<file path="config.mk">
export PLATFORM = sky130hd
export DESIGN_NAME = alu_pipe
export DESIGN_NICKNAME = d
export VERILOG_FILES = /design/src/rtl/alu_pkg.sv /design/src/rtl/alu_pipe_mul.sv /design/src/rtl/alu_pipe.sv
export SDC_FILE = /design/constraint.sdc
export NUM_CORES = 1
export LEC_CHECK = 0
export ABC_AREA = 1
export BUFFER_PORTS_ARGS = -buffer_cell sky130_fd_sc_hd__clkbuf_2
export CORE_MARGIN = 3
export CORE_UTILIZATION = 40
export DETAILED_ROUTE_END_ITERATION = 8
export GPL_ROUTABILITY_DRIVEN = 0
export PLACE_DENSITY = 0.57
export SYNTH_ARGS = -nofsm -noshare
export SYNTH_HDL_FRONTEND = slang
export SYNTH_SLANG_ARGS = --single-unit
</file>
<file path="constraint.sdc">
create_clock -name clk -period 2.15 [get_ports clk]
set_clock_uncertainty 0.1 [all_clocks]
set_input_delay 0 -clock clk [delete_from_list [all_inputs] [get_ports clk]]
set_output_delay 0 -clock clk [all_outputs]
set_load 0.005 [all_outputs]
</file>
<file path="src/rtl/alu_pkg.sv">
// Shared op codes, FSM encoding and flag bundle for the alu_pipe slice.
package alu_pkg;

   localparam logic [3:0] OP_PASS = 4'b0000;
   localparam logic [3:0] OP_ADD  = 4'b0001;
   localparam logic [3:0] OP_AND  = 4'b0010;
   localparam logic [3:0] OP_XOR  = 4'b0011;
   localparam logic [3:0] OP_DIFF = 4'b0100;
   localparam logic [3:0] OP_NEG  = 4'b0101;
   localparam logic [3:0] OP_SUB  = 4'b0110;
   localparam logic [3:0] OP_MUL  = 4'b0111;
   // Any op with this bit set is a shift; lower bits pick source/direction/kind.
   localparam int         OP_SHIFT_MSB = 3;

   typedef enum logic [0:0] {
      ST_IDLE = 1'b0,
      ST_MUL  = 1'b1
   } state_t;

   typedef struct packed {
      logic zero;
      logic sign;
      logic carry;
      logic ovf;
   } flags_t;

endpackage

</file>
<file path="src/rtl/alu_pipe_mul.sv">
// Iterative unsigned shift-add multiplier: one partial product per clock,
// done pulses on the WIDTH-th step with the full product presented combinationally.
module alu_pipe_mul
   import alu_pkg::*;
#(
   parameter int WIDTH = 32
) (
   input  logic               clk,
   input  logic               rst_n,
   input  logic               start,
   input  logic [WIDTH-1:0]   a,
   input  logic [WIDTH-1:0]   b,
   output logic               done,
   output logic [2*WIDTH-1:0] product
);

   localparam int CW = $clog2(WIDTH);

   logic [2*WIDTH-1:0] r_acc;
   logic [2*WIDTH-1:0] r_mcand;
   logic [WIDTH-1:0]   r_mplier;
   logic [CW-1:0]      r_cnt;
   logic               r_run;
   logic [2*WIDTH-1:0] w_acc_nxt;

   assign w_acc_nxt = r_acc + (r_mplier[0] ? r_mcand : '0);
   assign done      = r_run && (r_cnt == CW'(WIDTH - 1));
   assign product   = w_acc_nxt;

   always_ff @(posedge clk or negedge rst_n) begin
      if (!rst_n) begin
         r_acc    <= '0;
         r_mcand  <= '0;
         r_mplier <= '0;
         r_cnt    <= '0;
         r_run    <= 1'b0;
      end else if (start) begin
         r_acc    <= '0;
         r_mcand  <= {{WIDTH{1'b0}}, a};
         r_mplier <= b;
         r_cnt    <= '0;
         r_run    <= 1'b1;
      end else if (r_run) begin
         r_acc    <= w_acc_nxt;
         r_mcand  <= r_mcand << 1;
         r_mplier <= r_mplier >> 1;
         r_cnt    <= r_cnt + 1'b1;
         if (done) r_run <= 1'b0;
      end
   end

endmodule

</file>
<file path="src/rtl/alu_pipe.sv">
// Handshaked ALU with registered result/flags. Build with ALU_PIPE_MUL_EN
// defined to get the iterative multiplier on op 0111; otherwise 0111 is pass a.
module alu_pipe
   import alu_pkg::*;
#(
   parameter  int WIDTH = 32,
   localparam int SHW   = $clog2(WIDTH)
) (
   input  logic             clk,
   input  logic             rst_n,
   input  logic             in_valid,
   output logic             in_ready,
   input  logic [WIDTH-1:0] a,
   input  logic [WIDTH-1:0] b,
   input  logic [3:0]       op,
   input  logic [SHW-1:0]   shamt,
   output logic             out_valid,
   input  logic             out_ready,
   output logic [WIDTH-1:0] result,
   output logic             f_zero,
   output logic             f_sign,
   output logic             f_carry,
   output logic             f_ovf,
   output logic             busy
);

   function automatic logic [WIDTH-1:0] f_diff(input logic [WIDTH-1:0] x);
      logic [WIDTH-1:0] idx;
      idx = WIDTH'(WIDTH);
      for (int i = WIDTH - 1; i >= 0; i--)
         if (x[i]) idx = WIDTH'(i);
      return idx;
   endfunction

   function automatic logic [WIDTH-1:0] f_shift(input logic [WIDTH-1:0] x,
                                                input logic [SHW-1:0]   n,
                                                input logic             left,
                                                input logic             logical);
      if (left)         return x << n;
      else if (logical) return x >> n;
      else              return $signed(x) >>> n;
   endfunction

   state_t           r_state, w_state_nxt;
   logic [WIDTH-1:0] r_result;
   flags_t           r_flags;
   logic             r_out_valid;

   logic             w_accept, w_is_mul, w_mul_done, w_load;
   logic [WIDTH:0]   w_sum, w_dif;
   logic [WIDTH-1:0] w_alu_res, w_ld_res;
   logic             w_alu_carry, w_alu_ovf, w_ld_carry, w_ld_ovf;

   assign w_accept = in_valid && in_ready;

`ifdef ALU_PIPE_MUL_EN
   logic [2*WIDTH-1:0] w_product;

   assign w_is_mul = (op == OP_MUL);

   alu_pipe_mul #(.WIDTH(WIDTH)) u_mul (
      .clk     (clk),
      .rst_n   (rst_n),
      .start   (w_accept && w_is_mul),
      .a       (a),
      .b       (b),
      .done    (w_mul_done),
      .product (w_product)
   );
`else
   assign w_is_mul   = 1'b0;
   assign w_mul_done = 1'b0;
`endif

   always_comb begin
      w_sum       = {1'b0, a} + {1'b0, b};
      w_dif       = {1'b0, a} + {1'b0, ~b} + {{WIDTH{1'b0}}, 1'b1};
      w_alu_res   = a;
      w_alu_carry = 1'b0;
      w_alu_ovf   = 1'b0;
      if (op[OP_SHIFT_MSB]) begin
         w_alu_res = f_shift(a, op[2] ? b[SHW-1:0] : shamt, op[1], op[0]);
      end else begin
         case (op)
            OP_ADD: begin
               w_alu_res   = w_sum[WIDTH-1:0];
               w_alu_carry = w_sum[WIDTH];
               w_alu_ovf   = (a[WIDTH-1] == b[WIDTH-1]) && (w_sum[WIDTH-1] != a[WIDTH-1]);
            end
            OP_SUB: begin
               w_alu_res   = w_dif[WIDTH-1:0];
               w_alu_carry = w_dif[WIDTH];
               w_alu_ovf   = (a[WIDTH-1] != b[WIDTH-1]) && (w_dif[WIDTH-1] != a[WIDTH-1]);
            end
            OP_AND:  w_alu_res = a & b;
            OP_XOR:  w_alu_res = a ^ b;
            OP_DIFF: w_alu_res = f_diff(a ^ b);
            OP_NEG:  w_alu_res = ~b + {{(WIDTH-1){1'b0}}, 1'b1};
            default: w_alu_res = a;
         endcase
      end
   end

   // Multiply completion and single-cycle accept are mutually exclusive (in_ready is low in MUL).
   always_comb begin
      w_load     = (w_accept && !w_is_mul) || w_mul_done;
      w_ld_res   = w_alu_res;
      w_ld_carry = w_alu_carry;
      w_ld_ovf   = w_alu_ovf;
`ifdef ALU_PIPE_MUL_EN
      if (w_mul_done) begin
         w_ld_res   = w_product[WIDTH-1:0];
         w_ld_carry = |w_product[2*WIDTH-1:WIDTH];
         w_ld_ovf   = 1'b0;
      end
`endif
   end

   always_ff @(posedge clk or negedge rst_n) begin
      if (!rst_n) r_state <= ST_IDLE;
      else        r_state <= w_state_nxt;
   end

   always_comb begin
      w_state_nxt = r_state;
      case (r_state)
         ST_IDLE: if (w_accept && w_is_mul) w_state_nxt = ST_MUL;
         ST_MUL:  if (w_mul_done)           w_state_nxt = ST_IDLE;
         default:                           w_state_nxt = ST_IDLE;
      endcase
   end

   always_comb begin
      in_ready = (r_state == ST_IDLE) && (!r_out_valid || out_ready);
`ifdef ALU_PIPE_MUL_EN
      busy     = (r_state == ST_MUL);
`else
      busy     = 1'b0;
`endif
   end

   always_ff @(posedge clk or negedge rst_n) begin
      if (!rst_n) begin
         r_result    <= '0;
         r_flags     <= '0;
         r_out_valid <= 1'b0;
      end else if (w_load) begin
         r_result    <= w_ld_res;
         r_flags     <= '{zero: (w_ld_res == '0), sign: w_ld_res[WIDTH-1],
                          carry: w_ld_carry, ovf: w_ld_ovf};
         r_out_valid <= 1'b1;
      end else if (r_out_valid && out_ready) begin
         r_out_valid <= 1'b0;
      end
   end

   assign out_valid = r_out_valid;
   assign result    = r_result;
   assign f_zero    = r_flags.zero;
   assign f_sign    = r_flags.sign;
   assign f_carry   = r_flags.carry;
   assign f_ovf     = r_flags.ovf;

endmodule

</file>
==> flow_metrics.py, run 1 <==
metrics = {
    "outcome": {
        "status": "finished, violations left",
        "violated_checks": "setup timing",
    },
    "global_route": {
        "grt_overflow_total": 0,
        "grt_pass1_wl_um": 87800,
        "globalRouteTotalUtil_pct": 36.9,
        "first_global_vias": 16800,
        "antenna_found_initial": 0,
        "pin_count_of_the_biggest_net_entering_global_routing": 46,
    },
    "synth": {
        "synth_cells": 2042,
        "synth_mux_area_share_pct": 0.999,
        "synth_adder_area_share_pct": 7.74,
        "combinational_family_with_the_most_area_after_synthesis": "simple AND/OR/NAND/NOR gates",
        "postSynthAreaPerCell_sq_um": 5.40,
        "synth_seq_cells": 36,
        "synth-edff-count": 0,
        "synth.yosys.seq_area_share_pct": 8.18,
        "synth-async-reset-ratio_pct": 100,
        "yosys.area_share.xor_xnor_pct": 0.238,
        "ys.flop_type": "sky130_fd_sc_hd__dfrtp_1",
        "syn-num-nets": 2186,
        "synth_compound_area_share_pct": 33.2,
        "yosysWarnings": 0,
        "synth_simple_gate_area_share_pct": 35.6,
        "post-synth-top-area-fraction_pct": 18.4,
        "syn_area_sq_um": 11000,
        "netlist.top_cell.by_area": "sky130_fd_sc_hd__nand2_1",
        "synth_cell_types": 61,
        "dominant_cells_by_area_after_synthesis": "sky130_fd_sc_hd__nand2_1 18%, sky130_fd_sc_hd__o21ai_0 9.9%, sky130_fd_sc_hd__dfrtp_1 8.2%, sky130_fd_sc_hd__ha_1 7.4%, sky130_fd_sc_hd__inv_1 7.4%",
    },
    "timing": {
        "worst_path_setup_slack_after_routing_ns": -0.793,
        "rsz0062_at_grt": "yes",
        "setup_tns_ns": -8.25,
        "hold_violations": 0,
        "finalMaxSlewViolations": 0,
        "slew-limit-headroom_pct": 43.2,
        "clock.fmax_mhz": 340,
        "worst_pin_slew_ns": 0.851,
        "final_period_minus_worst_setup_slack_ns": 2.94,
        "endpoints_failing_setup": 31,
        "final.period_utilization_pct": 137,
    },
    "route": {
        "first_pass_iters": 9,
        "ant_nets": 0,
        "dr.first_iter.drc_count": 2354,
        "route.detailed.vias_per_inst": 6.04,
        "num_vias": 18800,
        "drt-total-wl_um": 62000,
        "wl_per_cell_um": 19.9,
        "drcViolationCount": 0,
    },
    "power": {
        "irDropWorstVdd_uv": 346,
        "finalPower_uw": 7820,
        "leakagePower_uw": 0.00971,
        "power_density_nw_per_um2": 387,
    },
    "worst_setup_path": {
        "crit_required_ns": 2.27,
        "startpoint_kind_of_the_worst_setup_timing_path": "input port",
        "crit_path_end_kind": "flop",
        "worst_ep_arrival_time_ns": 3.06,
        "criticalPathCategory": "input port to flop",
        "crit_fanout": 3,
        "worst-r2r-cell-count": 13,
    },
    "cells_and_area": {
        "area_delta_synth_final_pct": 83.5,
        "drive_above_1_share_pct": 48.8,
        "num-nets-final": 2912,
        "ff_latch_area_sq_um": 901,
        "finish.utilization_pct": 74.8,
        "post_layout_nonfiller_instances": 3111,
        "fin_area_sq_um": 20200,
        "final.fill_count": 1984,
        "multi_input_area_sq_um": 11000,
    },
    "floorplan": {
        "core_region_area_sq_um": 27000,
        "ioPinCount": 116,
        "rows": 60,
        "die_width_um": 172,
        "initial_core_util_pct": 40.8,
        "dieArea_sq_um": 29600,
        "die-height_um": 172,
    },
    "clock_network": {
        "ctsLongestPathBuffers": 2,
        "tritoncts": "done",
        "numCtsBuffers": 5,
        "clkTransAtPathRegs_ns": 0.05,
        "clock-root-buffer": "sky130_fd_sc_hd__clkbuf_16",
        "clock_tree.htree_level_count": 2,
        "worstSkewPairLatency_ns": 0.28,
        "cts_num_sinks": 36,
    },
    "flow_run": {
        "cap_viol_max_count": 0,
    },
    "min_path": {
        "timing.hold.worst.class": "input port to flop",
        "hold_path_depth": 4,
    },
    "placement": {
        "dp.cells": 2993,
        "dp_hpwl_um": 44400,
        "total_cell_area_at_the_placement_stage_sq_um": 16400,
        "numPortBuffers": 114,
    },
}
-- critical path, cell delays in order --
cell and delay (ns):
sky130_fd_sc_hd__buf_4 0.13, sky130_fd_sc_hd__buf_6 0.12, sky130_fd_sc_hd__ha_1 0.25, sky130_fd_sc_hd__a21oi_2 0.27, sky130_fd_sc_hd__nand2_4 0.09, sky130_fd_sc_hd__a21oi_4 0.19
sky130_fd_sc_hd__o21ai_2 0.09, sky130_fd_sc_hd__a21oi_2 0.18, sky130_fd_sc_hd__o21ai_2 0.11, sky130_fd_sc_hd__nand2_2 0.11, sky130_fd_sc_hd__buf_6 0.10, sky130_fd_sc_hd__nand4_1 0.12
sky130_fd_sc_hd__nand3_2 0.08, sky130_fd_sc_hd__nand4_1 0.19, sky130_fd_sc_hd__nand3_1 0.14, sky130_fd_sc_hd__nand2_1 0.08, sky130_fd_sc_hd__inv_2 0.08, sky130_fd_sc_hd__nand2_1 0.06
sky130_fd_sc_hd__nor2_2 0.12, sky130_fd_sc_hd__nand3_2 0.08, sky130_fd_sc_hd__nor2_1 0.09, sky130_fd_sc_hd__nand3_1 0.09, sky130_fd_sc_hd__nor2_1 0.13, sky130_fd_sc_hd__nand3_1 0.08
sky130_fd_sc_hd__nand2_1 0.07
-- Yosys cell counts, types with 10 or more instances --
library cell                 n
sky130_fd_sc_hd__o211ai_1   39
sky130_fd_sc_hd__a21oi_1   147
sky130_fd_sc_hd__a221oi_1   25
sky130_fd_sc_hd__mux2i_1    11
sky130_fd_sc_hd__dfrtp_1    36
sky130_fd_sc_hd__buf_4      17
sky130_fd_sc_hd__buf_6      11
sky130_fd_sc_hd__inv_2      15
sky130_fd_sc_hd__nor3_1     17
sky130_fd_sc_hd__inv_1     216
sky130_fd_sc_hd__ha_1       65
sky130_fd_sc_hd__o21ai_1    99
sky130_fd_sc_hd__buf_2      41
sky130_fd_sc_hd__o21a_1     10
sky130_fd_sc_hd__nand2_1   541
sky130_fd_sc_hd__a21o_1     11
sky130_fd_sc_hd__a31oi_1    25
sky130_fd_sc_hd__clkbuf_1   45
sky130_fd_sc_hd__nor2_1    171
sky130_fd_sc_hd__nand4_1    30
sky130_fd_sc_hd__nand3_1   129
sky130_fd_sc_hd__o21ai_0   217
sky130_fd_sc_hd__o21ai_2    12
-- metal layers --
| layer | track usage, % | share of wire (%) | vias to the layer above | wire [um] |
|---|---|---|---|---|
| li1 | - | - | 8423 | - |
| met1 | 46.8 | 37 | 8525 | 23000 |
| met4 | 21.4 | 8.6 | 0 | 5310 |
| met5 | 0 | 0 | - | 0 |
| met3 | 4.96 | 11 | 435 | 6540 |
| met2 | 60.0 | 44 | 1401 | 27200 |
-- cell usage in the layout (no fill, tap or decap), drive strengths merged, types with 18 or more instances in the layout --
master	synthesis	routed
or2	18	18
ha	65	65
a21oi	149	149
a31oi	25	25
nand4	31	31
dfrtp	36	36
nor3	21	21
clkbuf	47	109
o211ai	39	39
o21ai	329	330
nand2	549	549
nor2	175	175
a221oi	25	25
inv	232	228
buf	72	734
nand3	129	129
-- cell type report --
class,instances,area share (%)
Antenna cell,1,0.0124
Clock buffer,8,0.724
Inverter,235,4.74
Multi-Input combinational cell,1653,54.5
Sequential cell,36,4.46
Tap cell,341,2.11
Timing Repair Buffer,837,33.5
-- repair_timing --
item,in CTS,in global routing
setup endpoints to repair,35,35
gates resized for setup,352,388
buffers inserted,53,66
pin swaps,131,160
cloned,3,5
endpoints found under the hold margin,37,0
hold buffers,2,0
-- where the power goes --
part | leakage (uW) | internal, uW | switching, uW | total [uW]
Combinational | 0.00919 | 2810 | 3420 | 6230
Clock | 0.0000712 | 461 | 254 | 716
Sequential | 0.000445 | 795 | 71.2 | 867
Total | 0.00971 | 4070 | 3750 | 7820
-- worst paths after layout --
check | startpoint | endpoint | slack [ns]
min reg2reg | f_ovf | f_ovf | 0.38
max | b[2] | f_zero | -0.79
max in group asynchronous | rst_n | out_valid | 1.15
min | in_valid | out_valid | 0.17
max reg2reg | out_valid | f_zero | 0.18
min in group asynchronous | rst_n | result[4] | 0.26
-- logic make-up (layout without fill, tap and decap cells) --
group | after synthesis | count (layout)
buffers and inverters | 354 | 1080
other | 1 | 2
AND/OR/NAND/NOR | 935 | 935
adder cells (fa/ha/maj) | 67 | 67
flip-flops | 36 | 36
multiplexers | 11 | 11
XOR/XNOR | 3 | 3
AO/OA/AOI/OAI | 635 | 636
-- per-stage QoR --
| step | setup slack, ns | hold slack [ns] |
|---|---|---|
| after floorplan | -0.313 | -0.396 |
| after global placement | -1.28 | 0.0524 |
| after detailed placement | -1.28 | 0.0457 |
| after CTS | -0.601 | 0.174 |
| after global routing | -0.926 | 0.228 |
| final | -0.793 | 0.172 |
-- state kept, by name, summed over array words and instances, names as in the netlist --
| signal | count |
|---|---|
| f_zero | 1 |
| f_carry | 1 |
| f_ovf | 1 |
| out_valid | 1 |
| result | 32 |
(Power assumes the default switching activity.)
==> run 2, diff against run 1 <==
- CORE_UTILIZATION: 40 -> 58
- PLACE_DENSITY: 0.57 -> 0.78
==> run 2 against run 1 <==
The flow now stops in clock tree synthesis (4_1_cts). Synthesized area unchanged. Synthesized cell count unchanged.
==> flow_metrics.py, run 2 <==
metrics = {
    "floorplan": {
        "die-height_um": 144,
        "rows": 49,
        "die_width_um": 144,
        "ioPinCount": 116,
        "initial_core_util_pct": 60.1,
    },
    "synth": {
        "dominant_cells_by_area_after_synthesis": "sky130_fd_sc_hd__nand2_1 18%, sky130_fd_sc_hd__o21ai_0 9.9%, sky130_fd_sc_hd__dfrtp_1 8.2%, sky130_fd_sc_hd__ha_1 7.4%, sky130_fd_sc_hd__inv_1 7.4%",
        "synth_cell_types": 61,
        "post_synth_most_frequent_cells": "541 x sky130_fd_sc_hd__nand2_1, 217 x sky130_fd_sc_hd__o21ai_0, 216 x sky130_fd_sc_hd__inv_1",
        "post-synth-top-area-fraction_pct": 18.4,
        "synth.yosys.seq_area_share_pct": 8.18,
        "synth-async-reset-ratio_pct": 100,
        "postSynthAreaPerCell_sq_um": 5.40,
        "synth_seq_cells": 36,
        "synth-edff-count": 0,
        "syn_area_sq_um": 11000,
        "yosysWarnings": 0,
        "post-synth-top-count-cell": "sky130_fd_sc_hd__nand2_1",
        "netlist.top_cell.by_area": "sky130_fd_sc_hd__nand2_1",
        "ys.flop_type": "sky130_fd_sc_hd__dfrtp_1",
        "syn-num-nets": 2186,
        "synth_cells": 2042,
    },
    "clock_network": {
        "clock_tree.htree_level_count": 2,
        "ctsLongestPathBuffers": 2,
        "post_cts_hold_buffer_count": 2,
        "ctsResizeCount": 310,
        "numCtsBuffers": 5,
        "cts_num_sinks": 36,
        "postCtsSetupRepairBufs": 62,
        "clock-root-buffer": "sky130_fd_sc_hd__clkbuf_16",
    },
    "outcome": {
        "error_message": "[ERROR DPL-0033] detailed placement checks failed during check placement.",
        "status": "stopped before the end",
        "stop_stage": "clock tree synthesis (4_1_cts)",
    },
    "placement": {
        "numPortBuffers": 114,
        "dp.cells": 2832,
        "dp_hpwl_um": 45500,
    },
}
[run 2: cell counts after synthesis]
Identical to the previous run, type by type.
[run 2: metrics by stage]
step	TNS (ns)	worst slack [ns]	area, sq um
after floorplan	-0.745	-0.313	11400
after global placement	-17.97	-0.972	15900
after detailed placement	-22.34	-1.20	15900
[run 2: kinds of logic after synthesis]
logic type	count (synthesis)	share of synthesized area, %
DFF	36	8.18
and+or+nand+nor	935	35.6
xor gates and xnor gates	3	0.238
buffers and inverters	354	14.0
muxes	11	0.999
AOI/OAI and AO/OA	635	33.2
other	1	0.0340
adders and majority gates	67	7.74
==> run 3, diff against run 2 <==
- CORE_UTILIZATION: 58 -> 40
- PLACE_DENSITY: 0.78 -> default
- PLACE_DENSITY_LB_ADDON: default -> 0.15
==> run 3 against run 2 <==
The flow now finishes, with violations (setup timing).
==> flow_metrics.py, run 3 (synthesized netlist as in run 1, its figures left out) <==
metrics = {
    "outcome": {
        "status": "finished, violations left",
        "violated_checks": "setup timing",
    },
    "power": {
        "power_density_nw_per_um2": 387,
        "p_seq_share_pct": 11.9,
        "leakagePower_uw": 0.00920,
        "p_sw_share_pct": 46.7,
        "intPower_uw": 3870,
        "power_frac_comb_pct": 77.1,
        "clockPowerShare_pct": 11.1,
        "p_sw_uw": 3390,
        "irDropWorstVdd_uv": 323,
        "finalPower_uw": 7260,
    },
    "worst_setup_path": {
        "crit_fanout": 5,
        "criticalPathCategory": "input port to flop",
        "timing.critical_path.cells": "clkbuf_16 > clkinv_8 > ha_4 > inv_4 > fa_2 > inv_2 > o21ai_4 > a21oi_4 > o21bai_4 > a21oi_2 > buf_4 > o21ai_4 > a21oi_4 > o21ai_2 > or2_1 > nand3_2 > nand4_1 > nand2_2 > nand4_1 > nor2_1 > nand3_1 > nor2_1 > nand3_1 > nand2_1",
        "worst-r2r-setup-slack_ns": 0.17,
        "critical_path.slowest_cell": "sky130_fd_sc_hd__fa_2",
        "startpoint": "a[0]",
        "family_of_cells_with_the_greatest_summed_delay_on_the_critical_path": "simple AND/OR/NAND/NOR gates",
        "worst_ep_arrival_time_ns": 2.99,
        "critical-path-max-stage-delay_ns": 0.34,
        "worst-r2r-cell-count": 13,
        "critical_path.reg2reg.endpoint": "f_zero",
        "critPathCapture": "f_zero",
        "crit_buf_inv": 5,
        "startpoint_kind_of_the_worst_setup_timing_path": "input port",
        "crit-reg2reg-launch": "out_valid",
        "crit_path_end_kind": "flop",
        "critical_path_cell_count": 24,
        "crit_required_ns": 2.27,
    },
    "floorplan": {
        "rows": 60,
        "dieArea_sq_um": 29600,
        "ioPinCount": 116,
        "die-height_um": 172,
        "die_width_um": 172,
        "initial_core_util_pct": 40.8,
        "core_region_area_sq_um": 27000,
    },
    "cells_and_area": {
        "insertedDiodeCount": 0,
        "area_delta_synth_final_pct": 70.4,
        "layout_common_cells": "616 x sky130_fd_sc_hd__buf_4, 500 x sky130_fd_sc_hd__nand2_1, 180 x sky130_fd_sc_hd__inv_1",
        "largest_register_ff_count": 32,
        "drive_above_1_share_pct": 42.2,
        "num-nets-final": 2852,
        "most_frequent_standard_cell_in_the_layout_excluding_fill_and_tap_cells": "sky130_fd_sc_hd__buf_4",
        "final.fill_count": 2325,
    },
    "route": {
        "num_vias": 17700,
        "ant_nets": 0,
        "dr.first_iter.drc_count": 2211,
        "wl_per_cell_um": 18.3,
        "drcViolationCount": 0,
        "drt-total-wl_um": 55900,
        "first_pass_iters": 6,
        "route.detailed.vias_per_inst": 5.81,
    },
    "timing": {
        "clock.fmax_mhz": 348,
        "hold_violations": 0,
        "setup_tns_ns": -8.34,
        "endpoints_failing_setup": 31,
        "worst_path_setup_slack_after_routing_ns": -0.726,
        "rsz0062_at_grt": "yes",
        "whs_ns": 0.00606,
        "worst_pin_slew_ns": 0.850,
        "final.period_utilization_pct": 134,
        "finalMaxSlewViolations": 0,
        "final_period_minus_worst_setup_slack_ns": 2.88,
        "slew-limit-headroom_pct": 43.3,
    },
    "clock_network": {
        "clock-root-buffer": "sky130_fd_sc_hd__clkbuf_16",
        "clock_tree.htree_level_count": 2,
        "cts_num_sinks": 36,
        "ctsLongestPathBuffers": 2,
        "worstSkewPairLatency_ns": 0.28,
        "numCtsBuffers": 5,
        "clkTransAtPathRegs_ns": 0.05,
        "tritoncts": "done",
    },
    "min_path": {
        "timing.hold.worst.class": "input port to flop",
    },
    "global_route": {
        "grt_overflow_total": 0,
        "globalRouteTotalUtil_pct": 35.0,
        "pin_count_of_the_biggest_net_entering_global_routing": 44,
        "first_global_vias": 16200,
        "antenna_found_initial": 0,
        "grt_pass1_wl_um": 83400,
    },
    "flow_run": {
        "cap_viol_max_count": 0,
    },
    "placement": {
        "numPortBuffers": 114,
        "dp_hpwl_um": 43300,
    },
}
run 3: worst min path at each step:
stage / start / endpoint / slack, ns / cells past startpoint
floorplan: rst_n / f_carry / -0.40 / 0
global placement: rst_n / result[8] / 0.04 / 1
detailed placement: rst_n / result[4] / 0.05 / 1
CTS: in_valid / result[12] / 0.006 / 3
global route: in_valid / result[12] / 0.01 / 3
finish: in_valid / result[12] / 0.006 / 3
run 3: final cells by class:
type                            instances  area (sq um)  area share, %
Multi-Input combinational cell       1652         10200           54.4
Timing Repair Buffer                  778          6120           32.6
Inverter                              235           952           5.07
Sequential cell                        36           901           4.80
Tap cell                              341           427           2.27
Clock buffer                            6           129          0.686
Clock inverter                          2          35.0          0.187
run 3: metal layers:
metal / global-route usage (%) / vias to the layer above / part of all wire [%]
met3: 3.68 / 291 / 9.4
met5: 0 / - / 0
met1: 45.3 / 8011 / 40
li1: - / 8270 / -
met4: 18.7 / 0 / 6.7
met2: 57.3 / 1135 / 44
run 3: stage by stage:
| step | instances | instance area (sq um) | setup WS [ns] | util [%] |
|---|---|---|---|---|
| 6_report | 3050 | 18800 | -0.726 | 69.5 |
| 5_1_grt | 3050 | 18800 | -0.924 | 69.5 |
| 4_1_cts | 3023 | 17900 | -0.587 | 66.2 |
| 3_5_place_dp | 2976 | 16300 | -1.28 | 60.4 |
| 3_3_place_gp | 2976 | 16300 | -1.25 | 60.4 |
| 2_1_floorplan | 2042 | 11400 | -0.313 | - |
run 3: what timing repair did:
action                                  4_1_cts  5_1_grt
hold endpoints to repair                     37        0
endpoints found under the setup margin       35       35
cloned                                        5        1
pin swaps                                   100      126
hold buffers                                  2        0
gates resized for setup                     267      193
setup buffers                                34       30
run 3: tightest hold or removal path, stage by stage:
cell and delay, ns:
sky130_fd_sc_hd__clkbuf_2 0.08, sky130_fd_sc_hd__nand2_1 0.18, sky130_fd_sc_hd__o21ai_2 0.08
run 3: power by group through the flow:
stage / Sequential [uW] / Combinational [uW] / Clock [uW]
2_1_floorplan: 876 / 2290 / 0
3_3_place_gp: 869 / 4540 / 0
3_5_place_dp: 873 / 4600 / 0
4_1_cts: 863 / 5080 / 816
5_1_grt: 877 / 5980 / 847
6_report: 863 / 5590 / 802
